### config.mk
export PLATFORM = sky130hd
export DESIGN_NAME = regfile_arbiter_flat
export DESIGN_NICKNAME = d
export VERILOG_FILES = /design/src/rtl/regfile_arbiter_if.sv /design/src/rtl/regfile_arbiter.sv /design/src/flat_wrapper.sv
export SDC_FILE = /design/constraint.sdc
export NUM_CORES = 1
export LEC_CHECK = 0
export CELL_PAD_IN_SITES_DETAIL_PLACEMENT = 1
export CELL_PAD_IN_SITES_GLOBAL_PLACEMENT = 2
export CORE_MARGIN = 3
export CORE_UTILIZATION = 24
export DETAILED_ROUTE_END_ITERATION = 7
export PLACE_DENSITY_LB_ADDON = 0.1
export SLEW_MARGIN = 20
export SYNTH_ARGS = -nofsm -noshare
export SYNTH_HDL_FRONTEND = slang
export SYNTH_SLANG_ARGS = --single-unit
### constraint.sdc
create_clock -name clk -period 3 [get_ports clk]
set_input_delay 0.45 -clock clk [delete_from_list [all_inputs] [get_ports clk]]
set_output_delay 0.45 -clock clk [all_outputs]
set_load 0.005 [all_outputs]
### src/rtl/regfile_arbiter_if.sv
// Requester and register-file signal bundle for regfile_arbiter.
// The master side drives requests and returns RegFile read data; the slave side is the arbiter.
interface regfile_arbiter_if #(
    parameter int unsigned DATA_WIDTH = 16,
    parameter int unsigned ADDR_WIDTH = 3
);
    logic                  req0;
    logic                  we0;
    logic [ADDR_WIDTH-1:0] addr0;
    logic [DATA_WIDTH-1:0] wdata0;
    logic                  gnt0;
    logic                  rvalid0;
    logic [DATA_WIDTH-1:0] rdata0;

    logic                  req1;
    logic                  we1;
    logic [ADDR_WIDTH-1:0] addr1;
    logic [DATA_WIDTH-1:0] wdata1;
    logic                  gnt1;
    logic                  rvalid1;
    logic [DATA_WIDTH-1:0] rdata1;

    logic                  rf_WrEn;
    logic                  rf_RdEn;
    logic [ADDR_WIDTH-1:0] rf_address;
    logic [DATA_WIDTH-1:0] rf_WrData;
    logic [DATA_WIDTH-1:0] rf_RdData;
    logic                  busy;

    modport master (
        output req0, we0, addr0, wdata0, req1, we1, addr1, wdata1, rf_RdData,
        input  gnt0, rvalid0, rdata0, gnt1, rvalid1, rdata1,
        input  rf_WrEn, rf_RdEn, rf_address, rf_WrData, busy
    );

    modport slave (
        input  req0, we0, addr0, wdata0, req1, we1, addr1, wdata1, rf_RdData,
        output gnt0, rvalid0, rdata0, gnt1, rvalid1, rdata1,
        output rf_WrEn, rf_RdEn, rf_address, rf_WrData, busy
    );
endinterface

### src/rtl/regfile_arbiter.sv
// Round-robin arbiter serializing two requester ports onto a single-port register file.
// Every output is registered; read data is returned only to the requester that issued the read.
module regfile_arbiter #(
    parameter int unsigned DATA_WIDTH = 16,
    parameter int unsigned ADDR_WIDTH = 3
) (
    input logic              clk,
    input logic              rst,
    regfile_arbiter_if.slave bus
);

    typedef enum logic [1:0] {StIdle, StAccess, StRdWait} state_e;

    state_e                state_q, state_d;
    logic                  owner_q, owner_d;
    logic                  last_gnt_q, last_gnt_d;
    logic [1:0]            gnt_q, gnt_d;
    logic [1:0]            rvalid_q, rvalid_d;
    logic [DATA_WIDTH-1:0] rdata0_q, rdata0_d;
    logic [DATA_WIDTH-1:0] rdata1_q, rdata1_d;
    logic                  wr_en_q, wr_en_d;
    logic                  rd_en_q, rd_en_d;
    logic [ADDR_WIDTH-1:0] addr_q, addr_d;
    logic [DATA_WIDTH-1:0] wdata_q, wdata_d;
    logic                  busy_q, busy_d;
    logic                  sel;
    logic                  sel_we;

    always_comb begin
        state_d    = state_q;
        owner_d    = owner_q;
        last_gnt_d = last_gnt_q;
        gnt_d      = 2'b00;
        rvalid_d   = 2'b00;
        rdata0_d   = rdata0_q;
        rdata1_d   = rdata1_q;
        wr_en_d    = 1'b0;
        rd_en_d    = 1'b0;
        addr_d     = addr_q;
        wdata_d    = wdata_q;
        sel        = 1'b0;
        sel_we     = 1'b0;

        unique case (state_q)
            StIdle: begin
                if (bus.req0 || bus.req1) begin
                    // On a tie the requester that did not win last time goes first.
                    sel        = (bus.req0 && bus.req1) ? ~last_gnt_q : bus.req1;
                    sel_we     = sel ? bus.we1 : bus.we0;
                    owner_d    = sel;
                    last_gnt_d = sel;
                    gnt_d      = sel ? 2'b10 : 2'b01;
                    wr_en_d    = sel_we;
                    rd_en_d    = ~sel_we;
                    addr_d     = sel ? bus.addr1 : bus.addr0;
                    wdata_d    = sel ? bus.wdata1 : bus.wdata0;
                    state_d    = StAccess;
                end
            end
            StAccess: begin
                state_d = wr_en_q ? StIdle : StRdWait;
            end
            StRdWait: begin
                if (owner_q) begin
                    rdata1_d = bus.rf_RdData;
                    rvalid_d = 2'b10;
                end else begin
                    rdata0_d = bus.rf_RdData;
                    rvalid_d = 2'b01;
                end
                state_d = StIdle;
            end
            default: begin
                state_d = StIdle;
            end
        endcase

        busy_d = (state_d != StIdle);
    end

    always_ff @(posedge clk) begin
        if (rst) begin
            state_q    <= StIdle;
            owner_q    <= 1'b0;
            last_gnt_q <= 1'b1;
            gnt_q      <= 2'b00;
            rvalid_q   <= 2'b00;
            rdata0_q   <= '0;
            rdata1_q   <= '0;
            wr_en_q    <= 1'b0;
            rd_en_q    <= 1'b0;
            addr_q     <= '0;
            wdata_q    <= '0;
            busy_q     <= 1'b0;
        end else begin
            state_q    <= state_d;
            owner_q    <= owner_d;
            last_gnt_q <= last_gnt_d;
            gnt_q      <= gnt_d;
            rvalid_q   <= rvalid_d;
            rdata0_q   <= rdata0_d;
            rdata1_q   <= rdata1_d;
            wr_en_q    <= wr_en_d;
            rd_en_q    <= rd_en_d;
            addr_q     <= addr_d;
            wdata_q    <= wdata_d;
            busy_q     <= busy_d;
        end
    end

    assign bus.gnt0       = gnt_q[0];
    assign bus.gnt1       = gnt_q[1];
    assign bus.rvalid0    = rvalid_q[0];
    assign bus.rvalid1    = rvalid_q[1];
    assign bus.rdata0     = rdata0_q;
    assign bus.rdata1     = rdata1_q;
    assign bus.rf_WrEn    = wr_en_q;
    assign bus.rf_RdEn    = rd_en_q;
    assign bus.rf_address = addr_q;
    assign bus.rf_WrData  = wdata_q;
    assign bus.busy       = busy_q;

endmodule

### src/flat_wrapper.sv
// flat-port wrapper written by rule: the top's interface ports become plain ports
module regfile_arbiter_flat 
#(
    parameter int unsigned DATA_WIDTH = 16,
    parameter int unsigned ADDR_WIDTH = 3
)
  (clk, rst, bus_req0, bus_we0, bus_addr0, bus_wdata0, bus_req1, bus_we1, bus_addr1, bus_wdata1, bus_rf_RdData, bus_gnt0, bus_rvalid0, bus_rdata0, bus_gnt1, bus_rvalid1, bus_rdata1, bus_rf_WrEn, bus_rf_RdEn, bus_rf_address, bus_rf_WrData, bus_busy);
  regfile_arbiter_if #(.DATA_WIDTH(DATA_WIDTH), .ADDR_WIDTH(ADDR_WIDTH)) bus_i ();
  input logic clk;
  input logic rst;
  input wire logic [$bits(bus_i.req0)-1:0] bus_req0;
  input wire logic [$bits(bus_i.we0)-1:0] bus_we0;
  input wire logic [$bits(bus_i.addr0)-1:0] bus_addr0;
  input wire logic [$bits(bus_i.wdata0)-1:0] bus_wdata0;
  input wire logic [$bits(bus_i.req1)-1:0] bus_req1;
  input wire logic [$bits(bus_i.we1)-1:0] bus_we1;
  input wire logic [$bits(bus_i.addr1)-1:0] bus_addr1;
  input wire logic [$bits(bus_i.wdata1)-1:0] bus_wdata1;
  input wire logic [$bits(bus_i.rf_RdData)-1:0] bus_rf_RdData;
  output wire logic [$bits(bus_i.gnt0)-1:0] bus_gnt0;
  output wire logic [$bits(bus_i.rvalid0)-1:0] bus_rvalid0;
  output wire logic [$bits(bus_i.rdata0)-1:0] bus_rdata0;
  output wire logic [$bits(bus_i.gnt1)-1:0] bus_gnt1;
  output wire logic [$bits(bus_i.rvalid1)-1:0] bus_rvalid1;
  output wire logic [$bits(bus_i.rdata1)-1:0] bus_rdata1;
  output wire logic [$bits(bus_i.rf_WrEn)-1:0] bus_rf_WrEn;
  output wire logic [$bits(bus_i.rf_RdEn)-1:0] bus_rf_RdEn;
  output wire logic [$bits(bus_i.rf_address)-1:0] bus_rf_address;
  output wire logic [$bits(bus_i.rf_WrData)-1:0] bus_rf_WrData;
  output wire logic [$bits(bus_i.busy)-1:0] bus_busy;
  assign bus_i.req0 = bus_req0;
  assign bus_i.we0 = bus_we0;
  assign bus_i.addr0 = bus_addr0;
  assign bus_i.wdata0 = bus_wdata0;
  assign bus_i.req1 = bus_req1;
  assign bus_i.we1 = bus_we1;
  assign bus_i.addr1 = bus_addr1;
  assign bus_i.wdata1 = bus_wdata1;
  assign bus_i.rf_RdData = bus_rf_RdData;
  assign bus_gnt0 = bus_i.gnt0;
  assign bus_rvalid0 = bus_i.rvalid0;
  assign bus_rdata0 = bus_i.rdata0;
  assign bus_gnt1 = bus_i.gnt1;
  assign bus_rvalid1 = bus_i.rvalid1;
  assign bus_rdata1 = bus_i.rdata1;
  assign bus_rf_WrEn = bus_i.rf_WrEn;
  assign bus_rf_RdEn = bus_i.rf_RdEn;
  assign bus_rf_address = bus_i.rf_address;
  assign bus_rf_WrData = bus_i.rf_WrData;
  assign bus_busy = bus_i.busy;
  regfile_arbiter #(.DATA_WIDTH(DATA_WIDTH), .ADDR_WIDTH(ADDR_WIDTH)) u_core (.clk(clk), .rst(rst), .bus(bus_i));
endmodule
[Yosys cells after proc, flatten, opt, wreduce, memory -nomap -nowiden]
Index checks and enable logic that the tools add are counted.
Storage, ports and cells
  bits in registers: 62
  input port bits: 60
  output and inout bits: 58
Operators by class
  eq/ne operators: 2
  multiplexer cells: 9
  bitwise logic cells: 6
  reductions and logical operators: 9
Operator list (number)
  $mux W16: 1
  $mux W2: 4
  $not A1 Y1: 6
  $reduce_and A2 Y1: 3
  $pmux W2 S2: 1
  $mux W3: 1
  $reduce_or A3 Y1: 1
  $eq A2 B1 Y1 const B: 1
  $eq A2 B2 Y1 const B: 1
  $logic_not A2 Y1: 1
  $mux W1: 2
  $reduce_bool A2 Y1: 1
  $reduce_or A2 Y1: 1
  $logic_and A1 B1 Y1: 1
  $logic_or A1 B1 Y1: 1

[Depth between registers and ports, before layout]
  word-level depth: 4
  mapped depth: 5
  mapped depth without buffers: 3

[Least setup slack after synthesis]
OpenSTA, ideal clock, no wires.
  kind: input -> register
  start point: input bus_req1
  end point: register u_core.wdata_q[9] (netlist: u_core.bus.rf_WrData[9])
  arrival time: 1211 ps
  data required time: 2854 ps
  setup slack: 1643 ps
  stages on the path: 4
  buffers on the path: 1
  cells stage by stage: a21boi_4 -> buf_4 -> mux2i_1 -> a211oi_2
Between the ends
  cells in the longest elaborated chain, start to end: 3
  elaborated cells on any way between the ends: 5
Ends and longest elaborated chain
  start, declared: RTL line flat_wrapper.sv:15  | input wire logic [$bits(bus_i.req1)-1:0] bus_req1;
  $logic_and A1 B1 Y1: RTL line regfile_arbiter.sv:48  | sel = (bus.req0 && bus.req1) ? ~last_gnt_q : bus.req1;
  $mux W1: RTL line regfile_arbiter.sv:48
  $mux W16: RTL line regfile_arbiter.sv:56  | wdata_d = sel ? bus.wdata1 : bus.wdata0;
  end signal, assigned: RTL line regfile_arbiter.sv:106  | wdata_q <= wdata_d;
  end, declared: RTL line regfile_arbiter.sv:24  | logic [DATA_WIDTH-1:0] wdata_q, wdata_d;
Parallel ways exist; a longest one is shown, timed or not.
A chain may end at the register's enable or synchronous reset.

[Worst setup path after layout]
  start point: input bus_req0
  end point: register u_core.wdata_q[4] (netlist: u_core.bus.rf_WrData[4])
Between the ends
  cells in the longest elaborated chain, start to end: 3
  elaborated cells on any way between the ends: 5
Ends and longest elaborated chain
  start, declared: RTL line flat_wrapper.sv:11  | input wire logic [$bits(bus_i.req0)-1:0] bus_req0;
  $logic_and A1 B1 Y1: RTL line regfile_arbiter.sv:48
  $mux W1: RTL line regfile_arbiter.sv:48
  $mux W16: RTL line regfile_arbiter.sv:56
Parallel ways exist; a longest one is shown, timed or not.

==> flow_summary.ini <==
[drt]
wl_per_cell_um = 15.1
drc = 0
antenna_left = 0
num_vias = 2278
first_pass_iters = 4
drt_wl_total_mm = 7.74
first_iter_violations = 43
post_drt_via_cell_ratio = 4.45

[global_routing]
grt_max_degree = 25
antenna_found_initial = 0
grt_pass1_wl_mm = 12.6
grt_use_total_pct = 13.8
grt-ovfl-total = 0
grt_pass1_vias = 2426

[synth]
yosysSeqAreaShare_pct = 50.2
synthDistinctLibCells = 28
syn_inst = 262
yosys_warnings = 0
synth_seq_cells = 62
syn_area_per_cell_um2 = 9.44
syn_area_mm2 = 0.00247
syn_nets = 322

[final_layout]
diodes = 0
mostFrequentLayoutCells = clkdlybuf4s50_1 (116), nand2_1 (65), dfxtp_1 (62)
fin_nets = 434
areaGrowthSynthToFinish_pct = 59.8
fillers = 1140
final_common_cell = clkdlybuf4s50_1
drive_above_1_share_pct = 11.6

[clock_tree]
htreeDepth = 3
postCtsSetupBuffers = 0
cts-root-buf = clkbuf_8
holdBufCountCts = 0
post_cts_resized = 0
cts_tree = built
clock_latency_ns = 0.33
clock-sinks = 62
clkTransAtPathRegs_ns = 0.07
cts_made_buffers = 9
cts_max_path_buffers = 2

[min_path]
hold_path_class = flop to flop

[floorplan]
die_height_um = 107
dieArea_mm2 = 0.0116
num_rows = 36
ioPinCount = 118
core_mm2 = 0.00991
start_util_pct = 24.9
die_w_um = 107

[timing]
fin_crit_sh_pct = 57.2
worst_pin_slew_ns = 0.838
timing.final.ws_setup_ns = 1.28
rsz0062_at_grt = no
final-hold-violation-count = 0
tns_ns = 0
timing.fmax_ghz = 0.582
relSlewSlack_pct = 44.0
finalClockSkew_ns = 0.00892
slew_violations = 0
fin_crit_ns = 1.72
setup_viol = 0
whs_ns = 0.451

[setup_path]
path_cells = clkdlybuf4s50_1 > o21ba_1 > buf_4 > a21oi_1 > a211oi_2
crit_required_ns = 3.25
cp_max_fo = 18
worst_path_max_delay_cell = clkdlybuf4s50_1
path_buf_inv = 2
cp-end-kind = flop
worstSetupPathType = input port to flop
critical_path.startpoint_type = input port
slowest_delay_ns = 0.54
crit_family = buffers and inverters
cp.arrival_ns = 1.97

[place]
dp_hpwl_mm = 5.32
place_congestion = 0.689
dp_slack_ns = 0.912
io_buffers = 117

[power]
leakage_nw = 1.39
ir_drop_mv = 0.265
p_per_area_mw_per_mm2 = 544
power.total_mw = 2.15

[job]
max_cap_violations = 0

[status]
status = completed
-- state kept, by name, indices dropped and copies added (netlist names) --
name	flops
u_core.gnt_q	2
u_core.last_gnt_q	1
u_core.state_q	2
u_core.owner_q	1
u_core.bus.rf_address	3
u_core.bus.rdata0	16
u_core.rvalid_q	2
u_core.bus.rdata1	16
u_core.bus.rf_RdEn	1
u_core.bus.rf_WrData	16
u_core.bus.busy	1
u_core.bus.rf_WrEn	1
-- cell usage after synthesis, drive strengths merged --
library cell / instances / area share [%]
and2: 1 / 0.35
nor4b: 1 / 0.35
a211oi: 19 / 9.6
clkbuf: 7 / 1.1
and3b: 1 / 0.35
or3b: 1 / 0.35
a21bo: 1 / 0.40
and3: 1 / 0.25
nand2: 65 / 9.9
a21o: 1 / 0.30
o21ba: 1 / 0.40
o21ai: 1 / 0.20
inv: 3 / 0.46
nor2: 5 / 0.76
dfxtp: 62 / 50
a21oi: 52 / 11
nand3b: 1 / 0.30
buf: 14 / 4.1
nor2b: 1 / 0.25
a31oi: 1 / 0.25
nand3: 1 / 0.20
nor3b: 1 / 0.51
mux2i: 20 / 8.1
a21boi: 1 / 0.76
-- cell type report --
cell class / count / area [um2] / share of cell area, %
sequential: 62 / 1240 / 31.4
multi-input combinational: 176 / 1090 / 27.6
timing repair buffer: 122 / 1200 / 30.5
inverter: 3 / 11.3 / 0.285
clock inverter: 6 / 110 / 2.79
tap: 133 / 166 / 4.21
clock buffer: 10 / 128 / 3.23
-- kinds of logic (layout without fill, tap and decap cells) --
kind of cell,Yosys count,count (layout),synth area share (%)
AND/OR/NAND/NOR,79,79,13.6
AO/OA/AOI/OAI,77,77,22.5
flip-flops,62,62,50.2
buffers and inverters,24,141,5.67
multiplexers,20,20,8.10
-- per-layer routing --
metal  global-route usage [%]  wire length [um]
met1                     17.1              3530
met2                     22.8              3640
met3                     4.38               453
met4                     4.33               108
met5                        0                 0
-- final timing paths --
kind,endpoint,start,cells after the start,slack (ns)
min reg2reg,u_core.state_q[1],u_core.bus.rf_WrEn,1,0.45
min,u_core.state_q[1],u_core.bus.rf_WrEn,1,0.45
max reg2reg,u_core.last_gnt_q,u_core.state_q[1],3,1.30
max,u_core.bus.rf_WrData[4],bus_req0,5,1.28
-- power breakdown --
group          switching (mW)  total, mW  internal [mW]
registers              0.0283      0.902          0.873
logic                   0.155      0.369          0.213
clock network           0.330      0.881          0.551
-- worst reg2reg max path, cell delays in order (launching register included) --
cell and delay (ns):
dfxtp_1 0.36, inv_1 0.58, and2_4 0.50, o21ai_0 0.13
-- through the flow --
step	instances	util, %	area (um2)
after floorplan	262	-	2470
after global placement	496	37.5	3710
after detailed placement	496	37.5	3710
after CTS	512	39.9	3950
after global routing	512	39.9	3950
final	512	39.9	3950
Note: power is estimated with default switching activity, not from simulation.
